--- config.mk ---
export PLATFORM = sky130hd
export DESIGN_NAME = data_matrix_rr_flat
export DESIGN_NICKNAME = d
export VERILOG_FILES = /design/src/rtl/data_matrix_rr_pkg.sv /design/src/rtl/data_matrix_rr_if.sv /design/src/rtl/data_matrix_rr_arbiter.sv /design/src/rtl/data_matrix_rr.sv /design/src/flat_wrapper.sv
export SDC_FILE = /design/constraint.sdc
export NUM_CORES = 1
export LEC_CHECK = 0
export CORE_UTILIZATION = 30
export CTS_BUF_LIST = sky130_fd_sc_hd__clkbuf_4
export CTS_CLUSTER_DIAMETER = 200
export DETAILED_ROUTE_END_ITERATION = 6
export GPL_TIMING_DRIVEN = 0
export PLACE_DENSITY_LB_ADDON = 0.2
export SLEW_MARGIN = 30
export SYNTH_ARGS = -nofsm -noshare
export SYNTH_HDL_FRONTEND = slang
export SYNTH_SLANG_ARGS = --single-unit
export TNS_END_PERCENT = 30
--- constraint.sdc ---
create_clock -name clk -period 6.1 [get_ports clk]
set_clock_uncertainty 0.05 [all_clocks]
set_input_delay 1.22 -clock clk [delete_from_list [all_inputs] [get_ports clk]]
set_output_delay 1.22 -clock clk [all_outputs]
set_load 0.01 [all_outputs]
--- src/rtl/data_matrix_rr_pkg.sv ---
// Shared constants and helpers for the data_matrix_rr crossbar.
// Policy encodings and the modulo-m pointer advance used by the top level.
package data_matrix_rr_pkg;

    localparam int POLICY_STALL = 0;
    localparam int POLICY_DROP  = 1;

    // Explicit wrap keeps the pointer below m when m is not a power of two.
    function automatic int next_ptr(input int idx, input int m);
        return (idx >= m - 1) ? 0 : idx + 1;
    endfunction

endpackage

--- src/rtl/data_matrix_rr_if.sv ---
// RX FIFO bank / LUT / TX bus bundle for data_matrix_rr.
// master = surrounding FIFO logic, slave = the crossbar.
interface data_matrix_rr_if #(
    parameter int m = 8,
    parameter int n = 8,
    parameter int o = 8
);
    logic [m*o-1:0] rx;
    logic [m-1:0]   rx_rdy;
    logic [m-1:0]   rx_pop;
    logic [n*m-1:0] lut;
    logic [n-1:0]   tx_afull;
    logic [o-1:0]   tx;
    logic [n-1:0]   tx_cke;
    logic [m-1:0]   rx_drop;

    modport master (
        output rx, rx_rdy, lut, tx_afull,
        input  rx_pop, tx, tx_cke, rx_drop
    );

    modport slave (
        input  rx, rx_rdy, lut, tx_afull,
        output rx_pop, tx, tx_cke, rx_drop
    );
endinterface

--- src/rtl/data_matrix_rr_arbiter.sv ---
// Combinational work-conserving round-robin arbiter.
// Searches ptr, ptr+1, ... modulo m and grants the first requester.
module rr_arbiter #(
    parameter int m = 8,
    localparam int pw = (m > 1) ? $clog2(m) : 1
) (
    input  logic [m-1:0]  req,
    input  logic [pw-1:0] ptr,
    output logic [m-1:0]  gnt,
    output logic [pw-1:0] gnt_idx,
    output logic          gnt_vld
);

    int idx;

    always_comb begin
        gnt     = '0;
        gnt_idx = '0;
        gnt_vld = 1'b0;
        idx     = 0;
        for (int k = 0; k < m; k++) begin
            idx = int'(ptr) + k;
            if (idx >= m) begin
                idx = idx - m;
            end
            if (!gnt_vld && req[idx]) begin
                gnt_vld  = 1'b1;
                gnt[idx] = 1'b1;
                gnt_idx  = pw'(idx);
            end
        end
    end

endmodule

--- src/rtl/data_matrix_rr.sv ---
// Round-robin crossbar from m RX FIFOs to n TX FIFOs on a shared data bus.
// Grant is combinational; pop, data and write enables are registered.
module data_matrix_rr
    import data_matrix_rr_pkg::*;
#(
    parameter int m    = 8,
    parameter int n    = 8,
    parameter int o    = 8,
    parameter int DROP = POLICY_STALL
) (
    input logic              clk,
    input logic              rst,
    data_matrix_rr_if.slave  bus
);

    localparam int pw      = $clog2(m);
    localparam bit drop_en = (DROP == POLICY_DROP);

    logic [m-1:0]  req;
    logic [m-1:0]  gnt;
    logic [pw-1:0] gnt_idx;
    logic          gnt_vld;
    logic [pw-1:0] ptr;
    logic [n-1:0]  row_g;
    logic [o-1:0]  data_g;

    logic [m-1:0]  pop_q;
    logic [m-1:0]  drop_q;
    logic [n-1:0]  cke_q;
    logic [o-1:0]  tx_q;

    // An input whose pop is still in flight is masked so its FIFO can update.
    always_comb begin
        req = '0;
        for (int i = 0; i < m; i++) begin
            req[i] = bus.rx_rdy[i] && !pop_q[i] &&
                     (drop_en || ((bus.lut[i*n +: n] & bus.tx_afull) == '0));
        end
    end

    rr_arbiter #(.m(m)) u_arb (
        .req     (req),
        .ptr     (ptr),
        .gnt     (gnt),
        .gnt_idx (gnt_idx),
        .gnt_vld (gnt_vld)
    );

    always_comb begin
        row_g  = '0;
        data_g = '0;
        for (int i = 0; i < m; i++) begin
            if (gnt[i]) begin
                row_g  = bus.lut[i*n +: n];
                data_g = bus.rx[i*o +: o];
            end
        end
    end

    always_ff @(posedge clk or posedge rst) begin
        if (rst) begin
            pop_q  <= '0;
            drop_q <= '0;
            cke_q  <= '0;
            tx_q   <= '0;
            ptr    <= '0;
        end else begin
            pop_q  <= gnt;
            drop_q <= '0;
            cke_q  <= '0;
            if (gnt_vld) begin
                tx_q  <= data_g;
                cke_q <= drop_en ? (row_g & ~bus.tx_afull) : row_g;
                if (drop_en && |(row_g & bus.tx_afull)) begin
                    drop_q <= gnt;
                end
                ptr <= pw'(next_ptr(int'(gnt_idx), m));
            end
        end
    end

    assign bus.rx_pop  = pop_q;
    assign bus.rx_drop = drop_q;
    assign bus.tx_cke  = cke_q;
    assign bus.tx      = tx_q;

endmodule

--- src/flat_wrapper.sv ---
// flat-port wrapper written by rule: the top's interface ports become plain ports
module data_matrix_rr_flat import data_matrix_rr_pkg::*;
#(
    parameter int m    = 8,
    parameter int n    = 8,
    parameter int o    = 8,
    parameter int DROP = POLICY_STALL
)
  (clk, rst, bus_rx, bus_rx_rdy, bus_lut, bus_tx_afull, bus_rx_pop, bus_tx, bus_tx_cke, bus_rx_drop);
  data_matrix_rr_if #(.m(m), .n(n), .o(o)) bus_i ();
  input logic clk;
  input logic rst;
  input wire logic [$bits(bus_i.rx)-1:0] bus_rx;
  input wire logic [$bits(bus_i.rx_rdy)-1:0] bus_rx_rdy;
  input wire logic [$bits(bus_i.lut)-1:0] bus_lut;
  input wire logic [$bits(bus_i.tx_afull)-1:0] bus_tx_afull;
  output wire logic [$bits(bus_i.rx_pop)-1:0] bus_rx_pop;
  output wire logic [$bits(bus_i.tx)-1:0] bus_tx;
  output wire logic [$bits(bus_i.tx_cke)-1:0] bus_tx_cke;
  output wire logic [$bits(bus_i.rx_drop)-1:0] bus_rx_drop;
  assign bus_i.rx = bus_rx;
  assign bus_i.rx_rdy = bus_rx_rdy;
  assign bus_i.lut = bus_lut;
  assign bus_i.tx_afull = bus_tx_afull;
  assign bus_rx_pop = bus_i.rx_pop;
  assign bus_tx = bus_i.tx;
  assign bus_tx_cke = bus_i.tx_cke;
  assign bus_rx_drop = bus_i.rx_drop;
  data_matrix_rr #(.m(m), .n(n), .o(o), .DROP(DROP)) u_core (.clk(clk), .rst(rst), .bus(bus_i));
endmodule
==> summary.txt <==
FINAL LAYOUT
----------------------------------------------------------------------------------------------------
Register cell area after layout                                                             676 um^2
Non-filler cells in the finished layout                                                          928
Proportion of layout cells with a drive suffix above 1                                         0.110
Leading cell types in the layout, fill and taps excluded                                161 x sky130_fd_sc_hd__clkdlybuf4s50_1, 81 x sky130_fd_sc_hd__nand2_1, 30 x sky130_fd_sc_hd__nand2b_1
Layout Area Growth over Synthesis                                                              43.4%
Total Nets Final                                                                                 904
Final design area excluding fillers                                                     0.00633 mm^2
Filler cells                                                                                    1421
Final design utilization                                                                       0.449
Leading cell type in the layout, fill and taps excluded                                 sky130_fd_sc_hd__clkdlybuf4s50_1
Area of the multi-input gates                                                           0.00335 mm^2

CLOCK TREE
----------------------------------------------------------------------------------------------------
Inserted Clock Buffers                                                                             3
Deepest level of the CTS H-tree                                                                    1
Clock tree sinks                                                                                  27
Clock-pin slew reported for the worst setup and hold paths after clock tree synthesis        0.19 ns
Buffers inserted by post-CTS timing repair                                                         0
Buffer depth of the longest clock path                                                             2
PostCTS Resize Cnt                                                                                 1
CTS tree                                                                                         yes
Insertion delay to the later sink of the worst-skew pair                                     0.38 ns
Hold-fix buffers, CTS                                                                              0
Clk Tree Root Cell                                                                      sky130_fd_sc_hd__clkbuf_4

FLOW RUN
----------------------------------------------------------------------------------------------------
Max-capacitance violation count                                                                    0

POWER AND IR DROP
----------------------------------------------------------------------------------------------------
Peak supply drop                                                                              160 uV
Reported net switching power                                                                 1.80 mW
Part of the total power dissipated in sequential elements                                      0.104
Power per cell area                                                                      506 mW/mm^2
Proportion of power drawn by the clock network                                                 0.029
Internal power summed over all cells                                                         1.40 mW
Leakage power summed over all cells                                                          2.39 nW
Combinational share of power                                                                   0.867
Switching part of the total                                                                    0.563

LOGIC SYNTHESIS
----------------------------------------------------------------------------------------------------
Number of synthesized register bits                                                               27
EDFF count, synth                                                                                  0
Average size of a mapped cell                                                              7.71 um^2
Number of library cell types mapped by synthesis                                                  77
Synthesized instance count                                                                       572
Area fraction of the dominant cell type after synthesis                                        0.153
Post-synthesis instance area                                                            0.00441 mm^2
Top area cells in the synthesized netlist                                               sky130_fd_sc_hd__dfrtp_1 15%, sky130_fd_sc_hd__nand2_1 6.9%, sky130_fd_sc_hd__a22oi_1 4.6%
Top_reg_cell synth                                                                      sky130_fd_sc_hd__dfrtp_1
Biggest area consumer among synthesized cells                                           sky130_fd_sc_hd__dfrtp_1
Register area share after synthesis                                                            0.153
Yosys warning count                                                                                0
Asr flop ratio synth                                                                            1.00

TIMING
----------------------------------------------------------------------------------------------------
Maximum achievable frequency                                                                 173 MHz
Number of failing setup endpoints in the final timing report                                       0
Share of the cycle needed by the critical path after routing                                   0.950
Final worst hold slack                                                                      0.520 ns
Hold Vio Cnt, Final                                                                                0
Max-slew violations                                                                                0
Transition time at the pin with the least slew margin                                        1.04 ns
Rel. slew slack                                                                                0.303
Final worst path period need                                                                 5.80 ns

WORST SETUP PATH
----------------------------------------------------------------------------------------------------
Kind of end point of the critical path                                                      register
Cell with the largest stage delay on the worst path                                     sky130_fd_sc_hd__nor3_2
Endpoint of the lowest-slack register-to-register path                                  u_core.bus.tx_cke[6]
Required @ worst endpoint                                                                    6.32 ns
Critical path, cell by cell                                                             inv_1, clkbuf_2, clkbuf_2, ha_1, buf_2, buf_2, nand2b_1, o22ai_1, mux4_2, o22a_1, buf_4, nor3_2, a41oi_1, o211ai_1, clkbuf_1, a211oi_1, o311a_1, o31ai_1
Startpoint class of the critical path                                                       register
Maximum fanout along the worst path                                                               11
Crit-path max cell delay                                                                     0.62 ns
Type of the worst setup path                                                                 reg2reg
Beginning of the worst register-to-register path                                        u_core.ptr[0]
Number of cells on the worst reg-to-reg path                                                      18
Worst endpoint data arrival time                                                             6.01 ns
Flop-to-flop setup slack                                                                     0.30 ns

PLACE
----------------------------------------------------------------------------------------------------
# port buffers                                                                                   161
Placed Cells incl. Taps                                                                          921
HPWL after detailed placement                                                                17.9 mm
Global placement routability congestion                                                        0.980
Cell Area, Placed                                                                       0.00628 mm^2

MIN PATH
----------------------------------------------------------------------------------------------------
Worst Hold Path EP                                                                      u_core.bus.tx[5]
WHS Path Cells                                                                                     2
Hold Startpoint                                                                         u_core.bus.tx[5]
Type of the tightest min-delay check                                                         reg2reg

DRT
----------------------------------------------------------------------------------------------------
DRC violation count after routing                                                                  0
Detailed-routing iteration count for the pre-antenna-repair pass                                   7
DRT iter0 DRCs                                                                                   738
Wire length reported by the detailed router                                                  22.4 mm
Number of nets still failing antenna checks after routing                                          0
Total via count in the routed design                                                            5859
Via-per-instance ratio                                                                          6.31
Wire length per cell                                                                         24.1 um

GRT
----------------------------------------------------------------------------------------------------
Maximum number of pins on one net before global-route repair                                      28
Remaining global-route overflow                                                                    0
Overall Global Routing Usage                                                                   0.295
Number of global-route vias before repair                                                       5886
Wire length of the first global-routing pass                                                 33.4 mm
Antenna violations before repair                                                                   1

DIE
----------------------------------------------------------------------------------------------------
Die X-Extent                                                                                  123 um
Vertical extent of the die                                                                    123 um
Number of I/O pins                                                                               178
Total Die Area                                                                           0.0152 mm^2
Area of the core                                                                         0.0141 mm^2
Effective utilization at floorplan                                                             0.313
Row Count                                                                                         43

STATUS
----------------------------------------------------------------------------------------------------
Outcome                                                                                 finished clean

[logic make-up after synthesis]
logic type	Yosys count	synth area share
AOI/OAI and AO/OA	204	0.378
xor gates and xnor gates	4	0.00794
adders and majority gates	10	0.0284
buffers and inverters	79	0.0925
DFF	27	0.153
muxes	18	0.0647
other	1	0.000850
and+or+nand+nor	229	0.275
[worst max path at each step]
stage / start / endpoint / slack [ns]
2_1_floorplan: u_core.ptr[0] / u_core.ptr[2] / 1.38
3_3_place_gp: u_core.ptr[0] / u_core.bus.tx_cke[6] / -0.02
3_5_place_dp: u_core.ptr[0] / u_core.bus.tx_cke[4] / 0.03
4_1_cts: u_core.ptr[0] / u_core.bus.tx_cke[4] / 0.18
5_1_grt: u_core.ptr[0] / u_core.bus.tx_cke[6] / -0.007
6_report: u_core.ptr[0] / u_core.bus.tx_cke[6] / 0.30
[routing by layer]
metal / part of all wire / vias up / wire, um / track usage
li1: - / 2589 / - / -
met1: 0.40 / 2743 / 8870 / 0.382
met2: 0.46 / 452 / 10200 / 0.472
met3: 0.098 / 75 / 2200 / 0.0457
met4: 0.048 / 0 / 1070 / 0.154
met5: 0 / - / 0 / 0
[cells in the mapped netlist (10+ instances only)]
cell / n
sky130_fd_sc_hd__o211ai_1: 10
sky130_fd_sc_hd__o31ai_1: 11
sky130_fd_sc_hd__ha_1: 10
sky130_fd_sc_hd__o22ai_1: 15
sky130_fd_sc_hd__nand2_1: 81
sky130_fd_sc_hd__nor2_1: 27
sky130_fd_sc_hd__a22oi_1: 27
sky130_fd_sc_hd__a211oi_1: 11
sky130_fd_sc_hd__nor2b_1: 15
sky130_fd_sc_hd__a221oi_1: 17
sky130_fd_sc_hd__a221o_1: 10
sky130_fd_sc_hd__nand4_1: 18
sky130_fd_sc_hd__dfrtp_1: 27
sky130_fd_sc_hd__inv_1: 22
sky130_fd_sc_hd__buf_2: 18
sky130_fd_sc_hd__a21oi_1: 18
sky130_fd_sc_hd__buf_4: 11
sky130_fd_sc_hd__nand2b_1: 30
sky130_fd_sc_hd__clkbuf_1: 18
[per-stage QoR]
step	power (mW)	setup TNS, ns	setup WS (ns)
final	3.20	0	0.305
after global routing	3.42	-0.00741	-0.00741
after CTS	3.13	0	0.182
after detailed placement	3.03	0	0.0318
after global placement	3.03	-0.0592	-0.0214
after floorplan	2.15	0	1.38
[final cells by class]
type                       count  share of cell area
inverter                      25              0.0152
sequential                    27               0.107
buffer                        54              0.0500
tap                          180              0.0356
antenna                        1            0.000396
clock buffer                   3             0.00356
timing repair buffer         164               0.257
multi-input combinational    473               0.530
clock inverter                 1             0.00119
[power by group through the flow]
stage | clock network (mW) | logic [mW] | registers (mW)
2_1_floorplan | 0 | 1.81 | 0.340
3_3_place_gp | 0 | 2.70 | 0.332
3_5_place_dp | 0 | 2.70 | 0.331
4_1_cts | 0.0946 | 2.71 | 0.330
5_1_grt | 0.0993 | 2.99 | 0.337
6_report | 0.0936 | 2.77 | 0.331
[flip-flops by register name, summed over array words and instances, names as in the netlist]
signal,cells
u_core.bus.rx_pop,8
u_core.ptr,3
u_core.bus.tx,8
u_core.bus.tx_cke,8
[critical path, delay by kind of cell, from the launching register on]
family	cells	cell delay (ns)
AOI/OAI and AO/OA	7	1.51
buffers and inverters	7	1.87
muxes	1	0.51
adders and majority gates	1	0.38
and+or+nand+nor	2	0.77
DFF	1	0.58
Power figures use the tool's default switching activity.
